File: src/rtl/keypad_pkg.sv
// Shared definitions for the keypad matrix emulator: state encoding,
// idle row value and the key-code to matrix position mapping.
package keypad_pkg;

    typedef enum logic [2:0] {
        IDLE     = 3'd0,
        BOUNCE_P = 3'd1,
        HOLD     = 3'd2,
        BOUNCE_R = 3'd3,
        GAP      = 3'd4
    } state_t;

    localparam logic [3:0] ROW_IDLE = 4'b1111;

    function automatic logic [1:0] key_row(input logic [3:0] key);
        return key[3:2];
    endfunction

    function automatic logic [1:0] key_col(input logic [3:0] key);
        return key[1:0];
    endfunction

    // Row pattern seen by the scanner: only the column of the pressed key matters
    function automatic logic [3:0] row_drive(input logic [3:0] key,
                                             input logic [3:0] col,
                                             input logic       closed);
        logic [3:0] r;
        r = ROW_IDLE;
        if (closed && !col[key_col(key)])
            r[key_row(key)] = 1'b0;
        return r;
    endfunction

endpackage

File: src/rtl/keypad_matrix_emulator_bounce_lfsr.sv
// 16-bit Fibonacci LFSR (taps 16,14,13,11) that supplies the contact
// bounce pattern; advances only while enabled, reloads its seed on reset.
module bounce_lfsr #(
    parameter logic [15:0] SEED = 16'hACE1
) (
    input  logic clk,
    input  logic rst,
    input  logic en,
    output logic bit_out
);

    logic [15:0] q;

    always_ff @(posedge clk) begin
        if (rst)
            q <= SEED;
        else if (en)
            q <= {q[0] ^ q[2] ^ q[3] ^ q[5], q[15:1]};
    end

    assign bit_out = q[0];

endmodule

File: src/rtl/keypad_matrix_emulator.sv
// Emulates one key of a 4x4 active-low matrix keypad: accepts a press request
// and plays press bounce, hold, release bounce and an inter-key gap.
module keypad_matrix_emulator
    import keypad_pkg::*;
#(
    parameter int          BOUNCE_CYCLES = 16,
    parameter int          GAP_CYCLES    = 32,
    parameter int          HOLD_W        = 16,
    parameter logic [15:0] LFSR_SEED     = 16'hACE1
) (
    input  logic              clk,
    input  logic              rst,
    input  logic [3:0]        col,
    output logic [3:0]        row,
    input  logic              req_valid,
    output logic              req_ready,
    input  logic [3:0]        req_key,
    input  logic [HOLD_W-1:0] req_hold,
    output logic              busy,
    output logic              contact,
    output logic              done
);

    localparam int BOUNCE_W = $clog2(BOUNCE_CYCLES + 1);
    localparam int GAP_W    = $clog2(GAP_CYCLES + 1);
    localparam int CNT_W0   = (HOLD_W > BOUNCE_W) ? HOLD_W : BOUNCE_W;
    localparam int CNT_W    = (CNT_W0 > GAP_W) ? CNT_W0 : GAP_W;

    localparam bit              NO_BOUNCE   = (BOUNCE_CYCLES == 0);
    localparam logic [CNT_W-1:0] BOUNCE_LOAD = CNT_W'(BOUNCE_CYCLES);
    localparam logic [CNT_W-1:0] GAP_LOAD    = CNT_W'((GAP_CYCLES == 0) ? 1 : GAP_CYCLES);
    localparam logic [CNT_W-1:0] CNT_ONE     = CNT_W'(1);

    state_t            state, state_next;
    logic [CNT_W-1:0]  cnt, cnt_next;
    logic [3:0]        key_q, key_next;
    logic [HOLD_W-1:0] hold_q, hold_next;
    logic [HOLD_W-1:0] hold_req;
    logic              lfsr_en;
    logic              lfsr_bit;
    logic              last;

    bounce_lfsr #(
        .SEED(LFSR_SEED)
    ) u_lfsr (
        .clk    (clk),
        .rst    (rst),
        .en     (lfsr_en),
        .bit_out(lfsr_bit)
    );

    // A zero hold request still produces one closed cycle
    assign hold_req = (req_hold == '0) ? HOLD_W'(1) : req_hold;
    assign last     = (cnt == CNT_ONE);

    always_ff @(posedge clk) begin
        if (rst) begin
            state  <= IDLE;
            cnt    <= '0;
            key_q  <= '0;
            hold_q <= '0;
        end else begin
            state  <= state_next;
            cnt    <= cnt_next;
            key_q  <= key_next;
            hold_q <= hold_next;
        end
    end

    always_comb begin
        state_next = state;
        cnt_next   = cnt;
        key_next   = key_q;
        hold_next  = hold_q;
        req_ready  = 1'b0;
        busy       = 1'b1;
        done       = 1'b0;
        contact    = 1'b0;
        lfsr_en    = 1'b0;

        case (state)
            IDLE: begin
                req_ready = 1'b1;
                busy      = 1'b0;
                if (req_valid) begin
                    key_next  = req_key;
                    hold_next = hold_req;
                    if (NO_BOUNCE) begin
                        state_next = HOLD;
                        cnt_next   = CNT_W'(hold_req);
                    end else begin
                        state_next = BOUNCE_P;
                        cnt_next   = BOUNCE_LOAD;
                    end
                end
            end
            BOUNCE_P: begin
                contact = lfsr_bit;
                lfsr_en = 1'b1;
                if (last) begin
                    state_next = HOLD;
                    cnt_next   = CNT_W'(hold_q);
                end else begin
                    cnt_next = cnt - CNT_ONE;
                end
            end
            HOLD: begin
                contact = 1'b1;
                if (last) begin
                    if (NO_BOUNCE) begin
                        state_next = GAP;
                        cnt_next   = GAP_LOAD;
                    end else begin
                        state_next = BOUNCE_R;
                        cnt_next   = BOUNCE_LOAD;
                    end
                end else begin
                    cnt_next = cnt - CNT_ONE;
                end
            end
            BOUNCE_R: begin
                contact = lfsr_bit;
                lfsr_en = 1'b1;
                if (last) begin
                    state_next = GAP;
                    cnt_next   = GAP_LOAD;
                end else begin
                    cnt_next = cnt - CNT_ONE;
                end
            end
            GAP: begin
                if (last) begin
                    state_next = IDLE;
                    cnt_next   = '0;
                    done       = 1'b1;
                end else begin
                    cnt_next = cnt - CNT_ONE;
                end
            end
            default: begin
                state_next = IDLE;
                cnt_next   = '0;
            end
        endcase
    end

    // Purely combinational from col so the scanner sees a zero-latency switch
    assign row = row_drive(key_q, col, contact);

endmodule

File: config.mk
export PLATFORM = sky130hd
export DESIGN_NAME = keypad_matrix_emulator
export DESIGN_NICKNAME = d
export VERILOG_FILES = /design/src/rtl/keypad_pkg.sv /design/src/rtl/keypad_matrix_emulator_bounce_lfsr.sv /design/src/rtl/keypad_matrix_emulator.sv
export SDC_FILE = /design/constraint.sdc
export NUM_CORES = 1
export LEC_CHECK = 0
export BUFFER_PORTS_ARGS = -buffer_cell sky130_fd_sc_hd__buf_2
export CAP_MARGIN = 40
export CORE_AREA = 2 2 69 71
export CTS_CLUSTER_SIZE = 28
export DETAILED_ROUTE_END_ITERATION = 10
export DIE_AREA = 0 0 71 73
export GPL_TIMING_DRIVEN = 0
export PLACE_DENSITY = 0.78
export SLEW_MARGIN = 20
export SYNTH_ARGS = -nofsm -noshare
export SYNTH_HDL_FRONTEND = slang
export SYNTH_HIERARCHICAL = 1
export SYNTH_SLANG_ARGS = --single-unit
export TNS_END_PERCENT = 50
File: constraint.sdc
create_clock -name clk -period 3.5 [get_ports clk]
set_clock_uncertainty 0.1 [all_clocks]
set_input_delay 0.525 -clock clk [delete_from_list [all_inputs] [get_ports clk]]
set_output_delay 0.525 -clock clk [all_outputs]
set_load 0.01 [all_outputs]
Yosys cells after proc, flatten, opt, wreduce, memory -nomap -nowiden --
Index checks and enable logic that the tools add are counted.
Storage, ports and cells: flip-flop bits (word level) 55, bits of input ports 27, output and inout port bits 8
Cells by class: $add $sub $neg 1, $lt $le $gt $ge 3, equal/unequal tests 10, muxes and demuxes 24, bitwise operators 4, reductions and logical operators 8
Operator list (count):
- two-way mux 16 bit | 6
- case mux 16 bit (5 select lines) | 1
- equality test 16 x 1 -> 1 bit (second input constant) | 1
- logical NOT 16 bit | 1
- subtractor 16 x 1 -> 16 bit (second input constant) | 1
- two-way mux 3 bit | 5
- case mux 3 bit (5 select lines) | 1
- != test 2 bit (second input constant) | 5
- two-way mux 1 bit | 7
- equality test 3 x 2 -> 1 bit (second input constant) | 2
- < comparator 2 x 3 -> 1 bit (second input constant) | 2
- AND reduction 5 bit | 1
- two-way mux 4 bit | 1
- NOT 4 bit | 1
- equality test 3 x 1 -> 1 bit (second input constant) | 1
- equality test 3 bit (second input constant) | 1
- logical NOT 3 bit | 1
- XOR 1 bit | 3
- binary-select mux 1 bit (select 2 bit) | 1
- demux 1 bit (select 2 bit) | 1
- >= comparator 2 x 1 -> 1 bit (second input constant) | 1
- logical AND 1 bit | 2
- case mux 1 bit (2 select lines) | 1
- AND reduction 2 bit | 1
- 2 further kinds | 2

Longest topological paths before layout --
Gate-level depths: netlist of the first run.
word-level depth 6, depth in mapped cells 8

Cells and area by module --
The synthesis of the first run kept the hierarchy.
By module, submodules not included:
- keypad_matrix_emulator | instances 1, cells each 253, area each 1994.4 um^2, seq. area each 780.7 um^2
- bounce_lfsr | instances 1, cells each 55, area each 599.3 um^2, seq. area each 320.3 um^2

Least setup slack after synthesis of the first run --
OpenSTA, ideal clock, no wires.
path type reg-to-output, from reg cnt[4], to out done, data arrival time 1.707 ns, required time 2.875 ns, path slack 1.168 ns, stages on the path, launching flop included 6, cell sequence dfxtp_1 > or4_1 > buf_2 > nor4b_4 > nand2_1 > nor2_1
Between the ends: cells in the longest elaborated chain, start to end 3
RTL lines:
- start, declared | RTL line keypad_matrix_emulator.sv:35 | logic [CNT_W-1:0] cnt, cnt_next;
- start signal, assigned | RTL line keypad_matrix_emulator.sv:64 | cnt <= cnt_next;
- equality test 16 x 1 -> 1 bit | RTL line keypad_matrix_emulator.sv:54 | assign last = (cnt == CNT_ONE);
- two-way mux 1 bit | RTL line keypad_matrix_emulator.sv:132 | if (last) begin
- two-way mux 1 bit | RTL line keypad_matrix_emulator.sv:81 | case (state)
- end, declared | RTL line keypad_matrix_emulator.sv:21 | output logic done
Every way passes these cells.

Worst setup path after layout of the first run --
Same ends and word-level chain as after synthesis.

==> results of run 1 <==
## logic make-up after synthesis
kind of cell / count (synthesis) / share of synthesized area [%]
AND/OR/NAND/NOR: 129 / 24.8
XOR/XNOR: 11 / 3.71
buffers and inverters: 27 / 4.87
AO/OA/AOI/OAI: 67 / 16.1
multiplexers: 17 / 7.04
adder cells (fa/ha/maj): 2 / 0.965
flip-flops: 55 / 42.5
## layer usage
layer / track usage, % / up-vias / part of all wire [%]
met5: 0 / - / 0
met4: 8.18 / 0 / 1.7
met3: 4.42 / 8 / 4.8
met2: 36.4 / 64 / 45
met1: 33.0 / 1079 / 49
li1: - / 1173 / -
## worst min-delay path by stage
stage                from         to  cells after the start  slack, ns
2_1_floorplan   hold_q[5]  hold_q[5]                      2       0.33
5_1_grt        req_key[2]   key_q[2]                      3       0.35
6_report       req_key[0]   key_q[0]                      3       0.35
3_3_place_gp    hold_q[3]  hold_q[3]                      2       0.35
4_1_cts        req_key[0]   key_q[0]                      3       0.34
3_5_place_dp    hold_q[6]  hold_q[6]                      2       0.35
## cells in the final DEF (no fill, tap or decap), types with 2 or more instances in the layout
master	n
and2_1	2
inv_1	5
nor3_1	7
buf_2	35
o21ai_0	6
a31oi_1	2
a222oi_1	4
nor4_1	9
ha_1	2
mux2i_1	16
nor2b_1	4
or3_1	3
nand2b_1	2
dfxtp_1	55
xor2_1	5
xnor2_1	6
clkbuf_8	5
a22oi_1	8
nand2_1	61
or3b_2	2
nand3_1	4
a21oi_1	34
clkbuf_1	17
or2_2	2
nor2_1	19
or4_1	6
o31ai_1	2
nand3b_1	4
o21ai_1	2
## per-stage QoR
step / utilization (%) / std cells / hold slack [ns] / total power [W] / instance area, µm²
CTS: 64.8 / 403 / 0.343 / 0.00181 / 2940
global route: 64.8 / 403 / 0.352 / 0.00191 / 2940
floorplan: - / 308 / 0.333 / 0.00126 / 2590
detailed placement: 62.4 / 396 / 0.351 / 0.00140 / 2830
finish: 64.8 / 403 / 0.351 / 0.00180 / 2940
global placement: 62.4 / 396 / 0.346 / 0.00139 / 2830
## sequential cells by signal, indices dropped and copies added (netlist names)
register and cells:
u_lfsr/q 16, key_q 4, cnt 16, hold_q 16
state 3
## report_power, final
| part | switching (W) | internal [W] |
|---|---|---|
| Sequential | 0.0000679 | 0.000706 |
| Clock | 0.000199 | 0.000209 |
| Combinational | 0.000350 | 0.000272 |
| Total | 0.000617 | 0.00119 |
## cell type report
| type | instances | area share, % |
|---|---|---|
| tap | 54 | 2.30 |
| inverter | 5 | 0.639 |
| sequential | 55 | 37.5 |
| clock inverter | 2 | 1.28 |
| multi-input combinational | 226 | 46.5 |
| timing repair buffer | 34 | 5.79 |
| clock buffer | 5 | 2.34 |
| buffer | 22 | 3.66 |
## worst max-delay path, cell delays in order (launching register included)
cell	delay (ns)
dfxtp_1	0.38
or4_1	0.52
buf_2	0.19
nor4b_4	0.44
nand2_1	0.14
nor2_1	0.15
buf_2	0.14
==> results.json, run 1 <==
{
  "hold_class": "in -> reg",
  "rr_startpoint": "cnt[4]",
  "endpoint_kind": "output port",
  "endpoint": "done",
  "die_w_um": 71,
  "reg2reg_to": "cnt[8]",
  "grt_max_degree": 17,
  "synth_cell_types": 46,
  "max-vdd-ir-drop_mv": 0.415,
  "cts_made_buffers": 5,
  "yosys_warnings": 6,
  "gr-total-overflow": 0,
  "dr.pass1.iters": 4,
  "maxSlewHeadroom_pct": 58.9,
  "clock.fmax_ghz": 0.345,
  "period_minus_slack_ns": 2.90,
  "power.leakage_nw": 1.14,
  "reg2reg_depth": 7,
  "drc_errors": 0,
  "vias": 2324,
  "cts.clk_slew.worst_paths_ns": 0.10,
  "cp-start-kind": "register",
  "min_period_over_period_pct": 82.9,
  "ys_seq_area_share_pct": 42.5,
  "first_global_vias": 2075,
  "clock_latency_ns": 0.31,
  "ant_nets": 0,
  "portBuffers": 34,
  "synth.top_cell.area_share_pct": 42.5,
  "crit_start": "cnt[4]",
  "antenna_found_initial": 0,
  "drtIter0Drc": 245,
  "drv_slew": 0,
  "gp_congestion": 0.922,
  "diodes": 0,
  "status": "finished, final reports clean",
  "nets": 378,
  "seq_area_um2": 1100,
  "fillCellCount": 393,
  "syn2layout_area_growth_pct": 13.3,
  "ys_ff_latch": 55,
  "synthArstFlopShare_pct": 0,
  "synth-edff-count": 0,
  "drv_cap": 0,
  "yosysTopAreaCell": "dfxtp_1",
  "fin_tns_setup_ns": 0,
  "ios": 35,
  "cts-resized-gates": 0,
  "rsz0062_at_grt": "no",
  "clockBufferDepth": 2,
  "row_count": 25,
  "synth_cells": 308,
  "grt_pass1_wl_um": 9650,
  "synth_area_um2": 2590,
  "r2r_slack_ns": 0.90,
  "cts.sinks": 55,
  "htree_levels": 2,
  "critical_path_peak_fanout": 10,
  "required_ns": 2.87,
  "syn_area_per_cell_um2": 8.42,
  "hold_viol": 0,
  "layout-drive-gt1-share_pct": 15.8,
  "wl_per_cell_um": 14.2,
  "cts_setup_buffers": 0,
  "ctsHoldBuffers": 0,
  "start_util_pct": 57.2,
  "synth_top_flop_cell": "dfxtp_1",
  "dieArea_um2": 5180,
  "cts_tree": "yes",
  "syn_nets": 337,
  "worst_slew_pin_slew_ns": 0.615,
  "coreArea_um2": 4540,
  "fp.dieH_um": 73,
  "powerDensity_nw_per_um2": 614,
  "synth_commonest_cells": "61 x nand2_1, 55 x dfxtp_1, 34 x a21oi_1, 19 x nor2_1, 17 x clkbuf_1",
  "layout_setup_ws_ns": 0.598,
  "critical_path_class": "reg -> out",
  "viasPerCell": 5.77,
  "yosysMostFrequentCell": "nand2_1",
  "wl_um": 5720,
  "hpwlAfterDp_um": 4200,
  "cts-root-buf": "clkbuf_8",
  "place_ws_ns": 0.935,
  "multi_input_area_um2": 1370,
  "grt.total_usage_pct": 23.5,
  "setup_viol": 0,
  "synthTopCellsByArea": "dfxtp_1 42%, nand2_1 8.8%, a21oi_1 6.6%, mux2i_1 6.2%, nor2_1 2.7%",
  "arrival_ns": 2.28
}
(Power assumes the default switching activity.)
==> run 2: changes to the inputs <==
- CORE_AREA: 2 2 69 71 -> 2 2 75 77
- DIE_AREA: 0 0 71 73 -> 0 0 77 79
- PLACE_DENSITY: 0.78 -> 0.7
- clock period: 3.5 -> 2.4 ns (I/O delays scaled with it)
==> run 2 against run 1 <==
Compared with the run above:
- clock-buffer cell count is 2 higher
- non-clock buffer count up 11
- total power grew 55%
- hold slack worse by 0.16 ns
- global-route usage is 2.9 points lower
- wire length rose by 8.4%
- critical endpoint unchanged
- critical path type unchanged
- sequential power rose by 46%
- via count grew 2.3%
- die area up 17%
- first-iteration DRC count down 31%
- core utilization fell by 6.7 points
==> results.json, run 2 (synthesis gave the netlist of run 1 again) <==
{
  "status": "finished, final reports clean",
  "die_w_um": 77,
  "row_count": 27,
  "rsz0062_at_grt": "yes",
  "crit_slowest_cell": "or4_4",
  "placed_cell_area_um2": 2850,
  "cts_tree": "yes",
  "total_power_w": 0.00280,
  "whs_path_depth": 3,
  "clockBufferDepth": 2,
  "critical_path_peak_fanout": 3,
  "powerDensity_nw_per_um2": 903,
  "cts.sinks": 55,
  "maxSlewHeadroom_pct": 60.9,
  "top_regs": "cnt x16, hold_q x16, u_lfsr/q x16",
  "ctsHoldBuffers": 0,
  "reg2reg_to": "cnt[8]",
  "critical_path_class": "reg -> out",
  "grt.total_usage_pct": 20.6,
  "worstHoldEndpoint": "key_q[1]",
  "drv_cap": 0,
  "place_ws_ns": -0.167,
  "rr_startpoint": "cnt[4]",
  "vias": 2378,
  "final_common_cell": "nand2_1",
  "setup_viol": 0,
  "layout_setup_ws_ns": 0.0125,
  "max-vdd-ir-drop_mv": 0.490,
  "ant_nets": 0,
  "reg2reg_depth": 7,
  "hold_viol": 0,
  "drv_slew": 0,
  "cp_cell_sequence": "or4_4 -> nor4b_4 -> nand2_1 -> nor2_2 -> buf_2",
  "period_minus_slack_ns": 2.39,
  "drc_errors": 0,
  "arrival_ns": 1.93,
  "layout-drive-gt1-share_pct": 23.3,
  "critPathMaxStageDelay_ns": 0.54,
  "gp_congestion": 0.837,
  "nets": 389,
  "r2r_slack_ns": 0.05,
  "wl_per_cell_um": 14.3,
  "htree_levels": 2,
  "endpoint_kind": "output port",
  "required_ns": 1.94,
  "stdcell_area_um2": 3100,
  "cts.clk_slew.worst_paths_ns": 0.10,
  "viasPerCell": 5.49,
  "diodes": 0,
  "hold_class": "in -> reg",
  "power.leakage_nw": 1.22,
  "coreArea_um2": 5340,
  "cp-start-kind": "register",
  "mostFrequentLayoutCells": "61 x nand2_1, 51 x dfxtp_1, 35 x buf_2",
  "first_global_vias": 2167,
  "wl_um": 6200,
  "holdWs_ns": 0.187,
  "syn2layout_area_growth_pct": 19.5,
  "drtIter0Drc": 170,
  "min_period_over_period_pct": 99.5,
  "fin_tns_setup_ns": 0,
  "min-delay-start": "req_key[1]",
  "hpwlAfterDp_um": 4370,
  "antenna_found_initial": 0,
  "dr.pass1.iters": 4,
  "grt_max_degree": 17,
  "clock_latency_ns": 0.31,
  "dieArea_um2": 6080,
  "cts_made_buffers": 5,
  "ios": 35,
  "portBuffers": 34,
  "start_util_pct": 48.6,
  "gr-total-overflow": 0,
  "clock.fmax_ghz": 0.419,
  "grt_pass1_wl_um": 10100,
  "cts-root-buf": "clkbuf_8",
  "worst_slew_pin_slew_ns": 0.586,
  "fp.dieH_um": 79
}
==> run 2: cell count changes in the layout (fill, tap and decap cells not counted), sizes merged <==
cell / delta
buf: +14
clkbuf: -1
bufinv: -1
==> run 2: critical path, delay by kind of cell (launching register included) <==
kind,cells,cell delay (ns)
buffers and inverters,1,0.14
DFF,1,0.35
and+or+nand+nor,4,1.13
==> run 2: what timing repair did <==
| action | in CTS | in global routing |
|---|---|---|
| buffers inserted | 12 | 2 |
| setup endpoints to repair | 16 | 20 |
| hold endpoints to repair | 0 | 0 |
| pin swaps | 4 | 3 |
| gates resized for setup | 9 | 16 |
==> run 2: final cells by class <==
class	count	area [µm²]
Tap cell	72	90.1
Inverter	5	18.8
Clock buffer	7	96.3
Buffer	19	98.8
Timing Repair Buffer	48	275
Multi-Input combinational cell	226	1400
Fill cell	510	2240
Clock inverter	1	7.51
Sequential cell	55	1110
==> run 2: worst max path at each step <==
stage / startpoint / end / slack (ns) / cells after the start
6_report: cnt[4] / done / 0.01 / 5
2_1_floorplan: cnt[4] / state[0] / 0.12 / 6
3_3_place_gp: cnt[4] / cnt[1] / -0.19 / 7
3_5_place_dp: cnt[4] / cnt[1] / -0.17 / 7
5_1_grt: cnt[4] / done / -0.09 / 5
4_1_cts: cnt[5] / done / -0.01 / 6
==> run 2: where the power goes <==
group	internal, W	switching, W	leakage (nW)
clock	0.000263	0.000297	0.0505
combinational	0.000540	0.000568	0.714
sequential	0.00103	0.0000975	0.453
==> run 2: metal layers <==
metal,GRT usage [%],vias up,routed length [µm]
met5,0,-,0
met4,5.89,0,53
met3,3.52,6,247
met2,33.9,55,2940
met1,27.9,1119,2950
li1,-,1198,-
==> run 2: metrics by stage <==
step / cells / util (%)
global placement: 414 / 53.5
global route: 433 / 58.1
finish: 433 / 58.1
CTS: 434 / 57.5
floorplan: 308 / -
detailed placement: 414 / 53.5
==> run 3: changes to the inputs <==
- SYNTH_HIERARCHICAL: 1 -> default
==> run 3 against run 2 <==
Compared with the run above:
- via count rose by 7.1%
- total power rose by 2.7%
- setup slack improved by 0.034 ns
- wire length rose by 5.5%
- first-iteration DRC count fell by 43%
==> results.json, run 3 <==
{
  "status": "finished, final reports clean",
  "synthTopCellsByArea": "dfxtp_1 43%, nand2_1 12%, a21oi_1 7.9%, clkbuf_1 2.8%, nor3_1 2.5%",
  "cp_cell_sequence": "or4_4 -> nor4_4 -> nor2_2 -> buf_2 -> a222oi_1 -> nor2_1",
  "clock.fmax_ghz": 0.425,
  "arrival_ns": 2.44,
  "yosysMostFrequentCell": "nand2_1",
  "clock_latency_ns": 0.32,
  "hold_viol": 0,
  "syn_area_per_cell_um2": 7.74,
  "cts_tree": "yes",
  "nets": 405,
  "synth_top_flop_cell": "dfxtp_1",
  "place_ws_ns": -0.0116,
  "use_met1_pct": 28.1,
  "cts_made_buffers": 5,
  "wl_per_cell_um": 14.6,
  "yosys_warnings": 0,
  "top_regs": "cnt x16, hold_q x16, u_lfsr.q x16",
  "drv_cap": 0,
  "diodes": 0,
  "power.leakage_nw": 1.12,
  "ys_ff_latch": 55,
  "final_common_cell": "nand2_1",
  "coreArea_um2": 5340,
  "synth-edff-count": 0,
  "drc_errors": 0,
  "gp_congestion": 0.898,
  "cts.clk_slew.worst_paths_ns": 0.11,
  "critical_path_peak_fanout": 10,
  "synthArstFlopShare_pct": 0,
  "start_util_pct": 48.5,
  "gr-total-overflow": 0,
  "rsz0062_at_grt": "yes",
  "ios": 35,
  "cts.sinks": 55,
  "viasPerCell": 5.67,
  "yosysTopAreaCell": "dfxtp_1",
  "antenna_found_initial": 0,
  "period_minus_slack_ns": 2.35,
  "setup_viol": 0,
  "rr_startpoint": "cnt[7]",
  "required_ns": 2.49,
  "whs_path_depth": 3,
  "vias": 2546,
  "cts-root-buf": "clkbuf_8",
  "critPathMaxStageDelay_ns": 0.60,
  "synth_cell_types": 44,
  "syn2layout_area_growth_pct": 16.4,
  "layout_setup_ws_ns": 0.0469,
  "reg2reg_to": "cnt[1]",
  "r2r_slack_ns": 0.05,
  "grtUsageMet3_pct": 3.86,
  "ctsHoldBuffers": 0,
  "layout-drive-gt1-share_pct": 16.2,
  "powerDensity_nw_per_um2": 955,
  "ant_nets": 0,
  "grt_pass1_wl_um": 10600,
  "dieArea_um2": 6080,
  "max-vdd-ir-drop_mv": 0.464,
  "synth_cells": 334,
  "dr.pass1.iters": 5,
  "holdWs_ns": 0.184,
  "cp_top_family": "simple AND/OR/NAND/NOR gates",
  "grt_max_degree": 19,
  "critPathBufInv": 1,
  "clockBufferDepth": 2,
  "syn_nets": 363,
  "cp-start-kind": "register",
  "grt.total_usage_pct": 22.0,
  "wl_um": 6540,
  "maxSlewHeadroom_pct": 47.8,
  "worst_slew_pin_slew_ns": 0.772,
  "drv_slew": 0,
  "min_period_over_period_pct": 98.0,
  "die_w_um": 77,
  "htree_levels": 2,
  "synth_commonest_cells": "86 x nand2_1, 55 x dfxtp_1, 41 x a21oi_1, 19 x clkbuf_1, 15 x nor2_1",
  "reg2reg_depth": 6,
  "worstHoldEndpoint": "hold_q[10]",
  "first_global_vias": 2275,
  "ys_seq_area_share_pct": 42.6,
  "fp.dieH_um": 79,
  "row_count": 27,
  "hpwlAfterDp_um": 4740,
  "crit_slowest_cell": "or4_4",
  "drtIter0Drc": 97,
  "use_met2_pct": 38.0,
  "min-delay-start": "req_hold[10]",
  "hold_class": "in -> reg",
  "top_usage_layer": "met2",
  "synth_area_um2": 2590,
  "portBuffers": 34,
  "synth.top_cell.area_share_pct": 42.6,
  "critical_path_class": "reg -> reg",
  "endpoint_kind": "register",
  "mostFrequentLayoutCells": "86 x nand2_1, 54 x dfxtp_1, 41 x a21oi_1"
}
run 3: cell count changes after synthesis, moves of 3 or more:
cell      previous run  this run
nand2b_1             2         5
nand3b_1             4         8
nor3b_1              0         4
mux2i_1             16         1
a222oi_1             4         1
nor3_1               7        13
a31oi_1              2         6
nor2_1              19        15
a32oi_1              0         3
nand2_1             61        86
xor2_1               5         1
a21oi_1             34        41
run 3: per-stage QoR:
stage / setup TNS, ns / instance area [µm²] / total power, W / cells / util (%)
3_3_place_gp: 0 / 2850 / 0.00215 / 440 / 53.3
4_1_cts: -0.00555 / 2970 / 0.00282 / 448 / 55.7
5_1_grt: -0.0988 / 3010 / 0.00304 / 449 / 56.4
3_5_place_dp: -0.0116 / 2850 / 0.00217 / 440 / 53.3
6_report: 0 / 3010 / 0.00287 / 449 / 56.4
2_1_floorplan: 0 / 2590 / 0.00192 / 334 / -
run 3: where the power goes:
part | leakage [nW] | internal (W) | total (W) | switching [W]
Combinational | 0.619 | 0.000424 | 0.00105 | 0.000629
Clock | 0.0548 | 0.000315 | 0.000644 | 0.000329
Sequential | 0.451 | 0.00105 | 0.00118 | 0.000129
run 3: worst max path at each step:
stage	slack, ns	to	depth (start not counted)	startpoint
6_report	0.05	cnt[1]	6	cnt[7]
5_1_grt	-0.03	hold_q[8]	8	state[1]
4_1_cts	-0.006	done	4	cnt[0]
3_5_place_dp	-0.01	cnt[14]	8	cnt[0]
3_3_place_gp	0.02	cnt[14]	8	cnt[0]
2_1_floorplan	0.33	cnt[1]	7	cnt[0]
run 3: tightest hold or removal path, stage by stage:
cell and delay, ns:
buf_2 0.10, nand2_1 0.05, a21oi_1 0.05
run 3: routing by layer:
| layer | share of wire (%) | up-vias |
|---|---|---|
| li1 | - | 1262 |
| met1 | 46 | 1176 |
| met2 | 47 | 99 |
| met3 | 5.9 | 9 |
| met4 | 1.4 | 0 |
| met5 | 0 | - |
run 3: cell type report:
| cell class | instances | area [µm²] |
|---|---|---|
| buffer | 23 | 96.3 |
| clock buffer | 5 | 68.8 |
| clock inverter | 3 | 46.3 |
| fill | 541 | 2330 |
| inverter | 6 | 22.5 |
| multi-input combinational | 250 | 1410 |
| sequential | 55 | 1100 |
| tap | 72 | 90.1 |
| timing repair buffer | 35 | 178 |
run 3: cell families (layout without fill, tap and decap cells):
family	count (synthesis)	after routing	synth area share [%]
AND/OR/NAND/NOR	164	164	31.0
multiplexers	2	2	1.26
flip-flops	55	55	42.6
buffers and inverters	29	72	4.50
adder cells (fa/ha/maj)	2	2	0.967
XOR/XNOR	7	7	2.37
AO/OA/AOI/OAI	75	75	17.4
run 3: repair_timing:
action,4_1_cts,5_1_grt
pin swaps,0,0
gates cloned,0,0
setup buffers,0,1
setup endpoints to repair,3,26
resized for setup,2,10
